--- src/rtl/bfm_apb_master_arbiter_pkg.sv ---
// Shared definitions for the BFM APB master arbiter: FSM encoding and sizing constants.
package bfm_apb_arb_pkg;
  localparam int unsigned MAX_MASTERS = 4;
  localparam int unsigned ARB_IDX_W   = 2;
  localparam int unsigned TMO_CNT_W   = 16;

  typedef enum logic [1:0] {
    IDLE   = 2'd0,
    SETUP  = 2'd1,
    ACCESS = 2'd2,
    RESP   = 2'd3
  } arb_state_e;
endpackage

--- src/rtl/bfm_apb_master_arbiter_if.sv ---
// Requester-side and bridge-side APB signals of the arbiter, bundled with arbiter/environment views.
interface bfm_apb_master_arbiter_if #(
  parameter int unsigned NUM_MASTERS = 2
);
  logic [NUM_MASTERS-1:0]    PSEL_RQ;
  logic [NUM_MASTERS-1:0]    PENABLE_RQ;
  logic [NUM_MASTERS-1:0]    PWRITE_RQ;
  logic [32*NUM_MASTERS-1:0] PADDR_RQ;
  logic [32*NUM_MASTERS-1:0] PWDATA_RQ;
  logic [31:0]               PRDATA_RQ;
  logic [NUM_MASTERS-1:0]    PREADY_RQ;
  logic [NUM_MASTERS-1:0]    PSLVERR_RQ;
  logic [NUM_MASTERS-1:0]    GNT_RQ;
  logic [31:0]               PADDR_PM;
  logic                      PWRITE_PM;
  logic                      PENABLE_PM;
  logic [31:0]               PWDATA_PM;
  logic [31:0]               PRDATA_PM;
  logic                      PREADY_PM;
  logic                      PSLVERR_PM;
  logic                      TIMEOUT;

  // Arbiter view: drives PM bus and requester responses.
  modport master (
    input  PSEL_RQ, PENABLE_RQ, PWRITE_RQ, PADDR_RQ, PWDATA_RQ,
    input  PRDATA_PM, PREADY_PM, PSLVERR_PM,
    output PRDATA_RQ, PREADY_RQ, PSLVERR_RQ, GNT_RQ,
    output PADDR_PM, PWRITE_PM, PENABLE_PM, PWDATA_PM, TIMEOUT
  );

  // Environment view: requesters plus bridge.
  modport slave (
    output PSEL_RQ, PENABLE_RQ, PWRITE_RQ, PADDR_RQ, PWDATA_RQ,
    output PRDATA_PM, PREADY_PM, PSLVERR_PM,
    input  PRDATA_RQ, PREADY_RQ, PSLVERR_RQ, GNT_RQ,
    input  PADDR_PM, PWRITE_PM, PENABLE_PM, PWDATA_PM, TIMEOUT
  );
endinterface

--- src/rtl/bfm_apb_master_arbiter_rr.sv ---
// Combinational round-robin select: first request at or above the pointer, wrapping modulo NUM_MASTERS.
module bfm_rr_arbiter
  import bfm_apb_arb_pkg::*;
#(
  parameter int unsigned NUM_MASTERS = 2
) (
  input  logic [NUM_MASTERS-1:0] req,
  input  logic [ARB_IDX_W-1:0]   ptr,
  output logic [ARB_IDX_W-1:0]   win_idx,
  output logic                   any_req
);
  int unsigned            cand;
  logic [NUM_MASTERS-1:0] sh;
  logic                   found;

  always_comb begin
    win_idx = '0;
    any_req = |req;
    found   = 1'b0;
    cand    = 0;
    sh      = '0;
    for (int unsigned off = 0; off < NUM_MASTERS; off++) begin
      cand = (ptr + off) % NUM_MASTERS;
      sh   = req >> cand;
      if (!found && sh[0]) begin
        found   = 1'b1;
        win_idx = ARB_IDX_W'(cand);
      end
    end
  end
endmodule

--- src/rtl/bfm_apb_master_arbiter.sv ---
// Round-robin sharing of the bridge PM port among APB requesters; one transfer in flight, sticky stall flag.
module bfm_apb_master_arbiter
  import bfm_apb_arb_pkg::*;
#(
  parameter int unsigned NUM_MASTERS    = 2,
  parameter int unsigned TIMEOUT_CYCLES = 1024
) (
  input logic                       PCLK_PM,
  input logic                       PRESETN_PM,
  bfm_apb_master_arbiter_if.master  bus
);
  localparam logic [TMO_CNT_W:0]   TMO_LIMIT = (TMO_CNT_W + 1)'(TIMEOUT_CYCLES);
  localparam logic [ARB_IDX_W-1:0] LAST_IDX  = ARB_IDX_W'(NUM_MASTERS - 1);

  arb_state_e             state_q, state_d;
  logic [ARB_IDX_W-1:0]   ptr_q, gnt_q, win_idx, ptr_nxt;
  logic                   any_req;
  logic [NUM_MASTERS-1:0] gnt_oh;
  logic [31:0]            paddr_q, pwdata_q, prdata_q, win_addr, win_wdata;
  logic                   pwrite_q, win_write, err_q, timeout_q;
  logic [TMO_CNT_W-1:0]   tmo_cnt_q;
  logic [TMO_CNT_W:0]     tmo_inc;
  logic                   psel_g, penable_g, rq_ready;

  bfm_rr_arbiter #(.NUM_MASTERS(NUM_MASTERS)) u_rr (
    .req     (bus.PSEL_RQ),
    .ptr     (ptr_q),
    .win_idx (win_idx),
    .any_req (any_req)
  );

  always_comb begin
    gnt_oh    = '0;
    win_addr  = '0;
    win_wdata = '0;
    win_write = 1'b0;
    for (int unsigned i = 0; i < NUM_MASTERS; i++) begin
      if (gnt_q == ARB_IDX_W'(i)) gnt_oh[i] = 1'b1;
      if (win_idx == ARB_IDX_W'(i)) begin
        win_addr  = bus.PADDR_RQ[32*i +: 32];
        win_wdata = bus.PWDATA_RQ[32*i +: 32];
        win_write = bus.PWRITE_RQ[i];
      end
    end
  end

  assign psel_g    = |(bus.PSEL_RQ & gnt_oh);
  assign penable_g = |(bus.PENABLE_RQ & gnt_oh);
  assign rq_ready  = (state_q == RESP) && psel_g && penable_g;
  assign ptr_nxt   = (gnt_q == LAST_IDX) ? '0 : gnt_q + 1'b1;
  assign tmo_inc   = {1'b0, tmo_cnt_q} + 1'b1;

  always_comb begin
    state_d = state_q;
    unique case (state_q)
      IDLE:    if (any_req) state_d = SETUP;
      SETUP:   state_d = ACCESS;
      ACCESS:  if (bus.PREADY_PM) state_d = RESP;
      // A withdrawn requester releases the slot at once; its response is dropped.
      RESP:    if (rq_ready || !psel_g) state_d = IDLE;
      default: state_d = IDLE;
    endcase
  end

  always_ff @(posedge PCLK_PM or negedge PRESETN_PM) begin
    if (!PRESETN_PM) begin
      state_q   <= IDLE;
      ptr_q     <= '0;
      gnt_q     <= '0;
      paddr_q   <= '0;
      pwdata_q  <= '0;
      pwrite_q  <= 1'b0;
      prdata_q  <= '0;
      err_q     <= 1'b0;
      tmo_cnt_q <= '0;
      timeout_q <= 1'b0;
    end else begin
      state_q <= state_d;
      unique case (state_q)
        IDLE: if (any_req) begin
          gnt_q     <= win_idx;
          paddr_q   <= win_addr;
          pwdata_q  <= win_wdata;
          pwrite_q  <= win_write;
          tmo_cnt_q <= '0;
        end
        ACCESS: begin
          if (tmo_cnt_q != '1) tmo_cnt_q <= tmo_inc[TMO_CNT_W-1:0];
          if (tmo_inc >= TMO_LIMIT) timeout_q <= 1'b1;
          if (bus.PREADY_PM) begin
            prdata_q <= bus.PRDATA_PM;
            err_q    <= bus.PSLVERR_PM;
          end
        end
        RESP: if (state_d == IDLE) ptr_q <= ptr_nxt;
        default: ;
      endcase
    end
  end

  assign bus.PADDR_PM   = paddr_q;
  assign bus.PWDATA_PM  = pwdata_q;
  assign bus.PWRITE_PM  = pwrite_q;
  assign bus.PENABLE_PM = (state_q == ACCESS);
  assign bus.PRDATA_RQ  = prdata_q;
  assign bus.TIMEOUT    = timeout_q;
  assign bus.GNT_RQ     = (state_q == IDLE) ? '0 : gnt_oh;
  assign bus.PREADY_RQ  = rq_ready ? gnt_oh : '0;
  assign bus.PSLVERR_RQ = (rq_ready && err_q) ? gnt_oh : '0;
endmodule

--- src/flat_wrapper.sv ---
// flat-port wrapper written by rule: the top's interface ports become plain ports
module bfm_apb_master_arbiter_flat import bfm_apb_arb_pkg::*;
#(
  parameter int unsigned NUM_MASTERS    = 2,
  parameter int unsigned TIMEOUT_CYCLES = 1024
)
  (PCLK_PM, PRESETN_PM, bus_PSEL_RQ, bus_PENABLE_RQ, bus_PWRITE_RQ, bus_PADDR_RQ, bus_PWDATA_RQ, bus_PRDATA_PM, bus_PREADY_PM, bus_PSLVERR_PM, bus_PRDATA_RQ, bus_PREADY_RQ, bus_PSLVERR_RQ, bus_GNT_RQ, bus_PADDR_PM, bus_PWRITE_PM, bus_PENABLE_PM, bus_PWDATA_PM, bus_TIMEOUT);
  bfm_apb_master_arbiter_if #(.NUM_MASTERS(NUM_MASTERS)) bus_i ();
  input logic PCLK_PM;
  input logic PRESETN_PM;
  input wire logic [$bits(bus_i.PSEL_RQ)-1:0] bus_PSEL_RQ;
  input wire logic [$bits(bus_i.PENABLE_RQ)-1:0] bus_PENABLE_RQ;
  input wire logic [$bits(bus_i.PWRITE_RQ)-1:0] bus_PWRITE_RQ;
  input wire logic [$bits(bus_i.PADDR_RQ)-1:0] bus_PADDR_RQ;
  input wire logic [$bits(bus_i.PWDATA_RQ)-1:0] bus_PWDATA_RQ;
  input wire logic [$bits(bus_i.PRDATA_PM)-1:0] bus_PRDATA_PM;
  input wire logic [$bits(bus_i.PREADY_PM)-1:0] bus_PREADY_PM;
  input wire logic [$bits(bus_i.PSLVERR_PM)-1:0] bus_PSLVERR_PM;
  output wire logic [$bits(bus_i.PRDATA_RQ)-1:0] bus_PRDATA_RQ;
  output wire logic [$bits(bus_i.PREADY_RQ)-1:0] bus_PREADY_RQ;
  output wire logic [$bits(bus_i.PSLVERR_RQ)-1:0] bus_PSLVERR_RQ;
  output wire logic [$bits(bus_i.GNT_RQ)-1:0] bus_GNT_RQ;
  output wire logic [$bits(bus_i.PADDR_PM)-1:0] bus_PADDR_PM;
  output wire logic [$bits(bus_i.PWRITE_PM)-1:0] bus_PWRITE_PM;
  output wire logic [$bits(bus_i.PENABLE_PM)-1:0] bus_PENABLE_PM;
  output wire logic [$bits(bus_i.PWDATA_PM)-1:0] bus_PWDATA_PM;
  output wire logic [$bits(bus_i.TIMEOUT)-1:0] bus_TIMEOUT;
  assign bus_i.PSEL_RQ = bus_PSEL_RQ;
  assign bus_i.PENABLE_RQ = bus_PENABLE_RQ;
  assign bus_i.PWRITE_RQ = bus_PWRITE_RQ;
  assign bus_i.PADDR_RQ = bus_PADDR_RQ;
  assign bus_i.PWDATA_RQ = bus_PWDATA_RQ;
  assign bus_i.PRDATA_PM = bus_PRDATA_PM;
  assign bus_i.PREADY_PM = bus_PREADY_PM;
  assign bus_i.PSLVERR_PM = bus_PSLVERR_PM;
  assign bus_PRDATA_RQ = bus_i.PRDATA_RQ;
  assign bus_PREADY_RQ = bus_i.PREADY_RQ;
  assign bus_PSLVERR_RQ = bus_i.PSLVERR_RQ;
  assign bus_GNT_RQ = bus_i.GNT_RQ;
  assign bus_PADDR_PM = bus_i.PADDR_PM;
  assign bus_PWRITE_PM = bus_i.PWRITE_PM;
  assign bus_PENABLE_PM = bus_i.PENABLE_PM;
  assign bus_PWDATA_PM = bus_i.PWDATA_PM;
  assign bus_TIMEOUT = bus_i.TIMEOUT;
  bfm_apb_master_arbiter #(.NUM_MASTERS(NUM_MASTERS), .TIMEOUT_CYCLES(TIMEOUT_CYCLES)) u_core (.PCLK_PM(PCLK_PM), .PRESETN_PM(PRESETN_PM), .bus(bus_i));
endmodule
--- config.mk ---
export PLATFORM = sky130hd
export DESIGN_NAME = bfm_apb_master_arbiter_flat
export DESIGN_NICKNAME = d
export VERILOG_FILES = /design/src/rtl/bfm_apb_master_arbiter_pkg.sv /design/src/rtl/bfm_apb_master_arbiter_if.sv /design/src/rtl/bfm_apb_master_arbiter_rr.sv /design/src/rtl/bfm_apb_master_arbiter.sv /design/src/flat_wrapper.sv
export SDC_FILE = /design/constraint.sdc
export NUM_CORES = 1
export LEC_CHECK = 0
export ABC_AREA = 1
export CAP_MARGIN = 25
export CORE_MARGIN = 3
export CORE_UTILIZATION = 40
export CTS_CLUSTER_DIAMETER = 30
export DETAILED_ROUTE_END_ITERATION = 10
export PLACE_DENSITY = 0.92
export SYNTH_ARGS = -nofsm -noshare
export SYNTH_HDL_FRONTEND = slang
export SYNTH_SLANG_ARGS = --single-unit
--- constraint.sdc ---
create_clock -name PCLK_PM -period 2 [get_ports PCLK_PM]
set_clock_uncertainty 0.15 [all_clocks]
set_input_delay 0.2 -clock PCLK_PM [delete_from_list [all_inputs] [get_ports PCLK_PM]]
set_output_delay 0.2 -clock PCLK_PM [all_outputs]
set_load 0.005 [all_outputs]
==> flow_metrics.tcl <==
set metrics [dict create \
    grt_pass1_wl_um 27500 \
    cts_sinks 119 \
    cts.clk_slew.worst_paths_ns 0.05 \
    place_ws_ns -0.112 \
    syn_area_per_cell_um2 8.94 \
    ios 275 \
    num_rows 41 \
    yosysSeqAreaShare 0.548 \
    setup_viol 0 \
    fin_ws_ns 0.0772 \
    rrSetupSlack_ns 0.12 \
    min_period_over_period 0.961 \
    max-slew-margin-rel 0.695 \
    grt_max_degree 66 \
    power.switching_uw 4120 \
    wl_per_cell_um 16.5 \
    diodes 0 \
    antenna_found_initial 0 \
    wl_um 17800 \
    clockPowerShare 0.221 \
    outcome "complete, no violations" \
    hold_viol_final 0 \
    drv_cap 0 \
    ys_types 32 \
    drive_above_1_share 0.123 \
    finalNetCount 1066 \
    critPathKind "flip-flop to output port" \
    layout.cells.non_filler 1080 \
    portBuffers 274 \
    p_comb_frac 0.443 \
    swShare 0.328 \
    nFillCells 923 \
    start_util 0.421 \
    r2r_cells 10 \
    multiInputGateArea_um2 2240 \
    min_period_ns 1.92 \
    seq_power_share 0.336 \
    r2r-end "u_core.bus.TIMEOUT" \
    track_usage 0.237 \
    finalPower_uw 12600 \
    first_global_vias 5567 \
    required_ns 1.65 \
    area_growth_pct 67.5 \
    ys_warn_count 0 \
    synth_nets 779 \
    hold_class "input port to asynchronous set/reset pin" \
    hpwl_um 12600 \
    critPathArrivalTime_ns 1.57 \
    crit_end "bus_GNT_RQ[1]" \
    core_area_um2 12900 \
    max_freq_ghz 0.520 \
    h-tree-depth 4 \
    drc 0 \
    worstPathMaxFanout 7 \
    mostFrequentLayoutCells "clkdlybuf4s50_1, nand2_1, dfrtp_1, o21ai_0, nor2_1" \
    first_pass_iters 5 \
    grt_overflow 0 \
    dr_total_vias 5496 \
    tightest_slew_ns 0.458 \
    ys_ff_latch 119 \
    cts_buffers 17 \
    synth_cells 608 \
    worst_setup_path_start_kind "flip-flop" \
    dieArea_um2 15000 \
    cts_tree "built" \
    vias_per_cell 5.09 \
    gp_congestion 0.897 \
    place_inst 1039 \
    cts-root-buf "clkbuf_16" \
    final_common_cell "clkdlybuf4s50_1" \
    crit_path_end_kind "output port" \
    internal_power_uw 8440 \
    ff_latch_area_um2 2980 \
    cp-startpoint "u_core.gnt_q[0]" \
    power_density_nw_per_um2 1380 \
    clk-insertion-delay-late_ns 0.41 \
    hold_ws_ns 0.194 \
    die_x_um 123 \
    vdd_ir_drop_max_v 0.000735 \
    netlist_area_um2 5440 \
    final_max_slew_viol_count 0 \
    clockBufferDepth 2 \
    rr_startpoint "u_core.tmo_cnt_q[0]" \
    fin_util 0.704 \
    die_height_um 123 \
    p_leak_uw 0.00397 \
    drtIter0Drc 314 \
    ant_nets 0 \
]
## per-stage QoR
step	cell area (um2)	setup TNS, ns
2_1_floorplan	5440	0
3_3_place_gp	8480	-0.189
3_5_place_dp	8480	-0.221
4_1_cts	9060	0
5_1_grt	9100	-0.0168
6_report	9100	0
## worst min path at each step
stage | start | to | slack [ns]
after floorplan | PRESETN_PM | u_core.bus.PADDR_PM[0] | -0.25
final | PRESETN_PM | u_core.bus.PRDATA_RQ[29] | 0.19
after CTS | PRESETN_PM | u_core.bus.PWDATA_PM[23] | 0.20
after global routing | PRESETN_PM | u_core.tmo_cnt_q[6] | 0.20
after global placement | PRESETN_PM | u_core.err_q | -0.11
after detailed placement | PRESETN_PM | u_core.bus.PRDATA_RQ[30] | -0.11
## final cells by class
class | count | area share
Timing Repair Buffer | 302 | 0.333
Sequential cell | 119 | 0.327
Multi-Input combinational cell | 427 | 0.246
Clock buffer | 23 | 0.0503
Tap cell | 172 | 0.0236
Inverter | 28 | 0.0115
Clock inverter | 9 | 0.00852
## per-layer routing
metal  vias to the layer above  global-route usage  wire length [um]
li1                       2591                   -                 -
met1                      2598               0.260              6400
met2                       269               0.406              9050
met3                        38               0.101              1890
met4                         0              0.0966               482
met5                         -                   0                 0
## Yosys cell counts
library cell / count / area [um2]
nand4_2: 1 / 12.5
dfrtp_1: 119 / 2980
nor3_4: 1 / 16.3
buf_4: 2 / 15.0
xor2_1: 7 / 61.3
nor2_1: 84 / 315
o22ai_1: 5 / 31.3
inv_1: 27 / 101
o21ai_1: 20 / 100
o21ai_2: 4 / 35.0
inv_2: 1 / 3.75
or2_2: 1 / 6.26
a31oi_1: 1 / 6.26
nand4_1: 6 / 37.5
mux2_2: 33 / 372
nand2_2: 2 / 12.5
buf_6: 1 / 11.3
a21boi_0: 1 / 7.51
nand3b_1: 1 / 7.51
buf_2: 7 / 35.0
nand3_1: 16 / 80.1
clkbuf_1: 18 / 67.6
ha_1: 1 / 12.5
a21oi_1: 3 / 15.0
nor2_2: 3 / 18.8
o21ai_0: 115 / 576
nand2_4: 1 / 11.3
a21oi_2: 1 / 8.76
clkbuf_2: 5 / 25.0
nor3_1: 2 / 10.0
buf_1: 1 / 3.75
nand2_1: 118 / 443
## state kept, by name (all words and copies together) (netlist names)
name / flops
u_core.ptr_q: 1
u_core.state_q: 2
u_core.bus.PWDATA_PM: 32
u_core.bus.TIMEOUT: 1
u_core.bus.PWRITE_PM: 1
u_core.err_q: 1
u_core.gnt_q: 1
u_core.bus.PADDR_PM: 32
u_core.tmo_cnt_q: 16
u_core.bus.PRDATA_RQ: 32
## critical path, stage by stage (launching register included)
cell and delay, ns:
dfrtp_2 0.45, inv_1 0.11, nor2_1 0.11, clkdlybuf4s50_1 0.50
## power by group through the flow
stage                     clock [uW]  combinational [uW]  sequential, uW
after detailed placement           0                5440            4220
after global routing            2940                6100            4360
final                           2780                5560            4220
after CTS                       2830                5560            4210
after global placement             0                5300            4160
after floorplan                    0                2160            4220
## cells by family (layout without fill, tap and decap cells)
kind of cell / Yosys count / in the layout / synth area share
AO/OA/AOI/OAI: 150 / 150 / 0.143
XOR/XNOR: 7 / 7 / 0.0113
adder cells (fa/ha/maj): 1 / 1 / 0.00230
buffers and inverters: 62 / 362 / 0.0483
flip-flops: 119 / 119 / 0.548
multiplexers: 33 / 33 / 0.0684
AND/OR/NAND/NOR: 236 / 236 / 0.179
## what timing repair did
item	CTS	global route
pin swaps	2	3
endpoints found under the hold margin	119	0
hold buffers	2	0
resized for setup	18	7
gates cloned	0	0
setup endpoints to repair	7	12
setup buffers	3	4
Note: power is estimated with default switching activity, not from simulation.
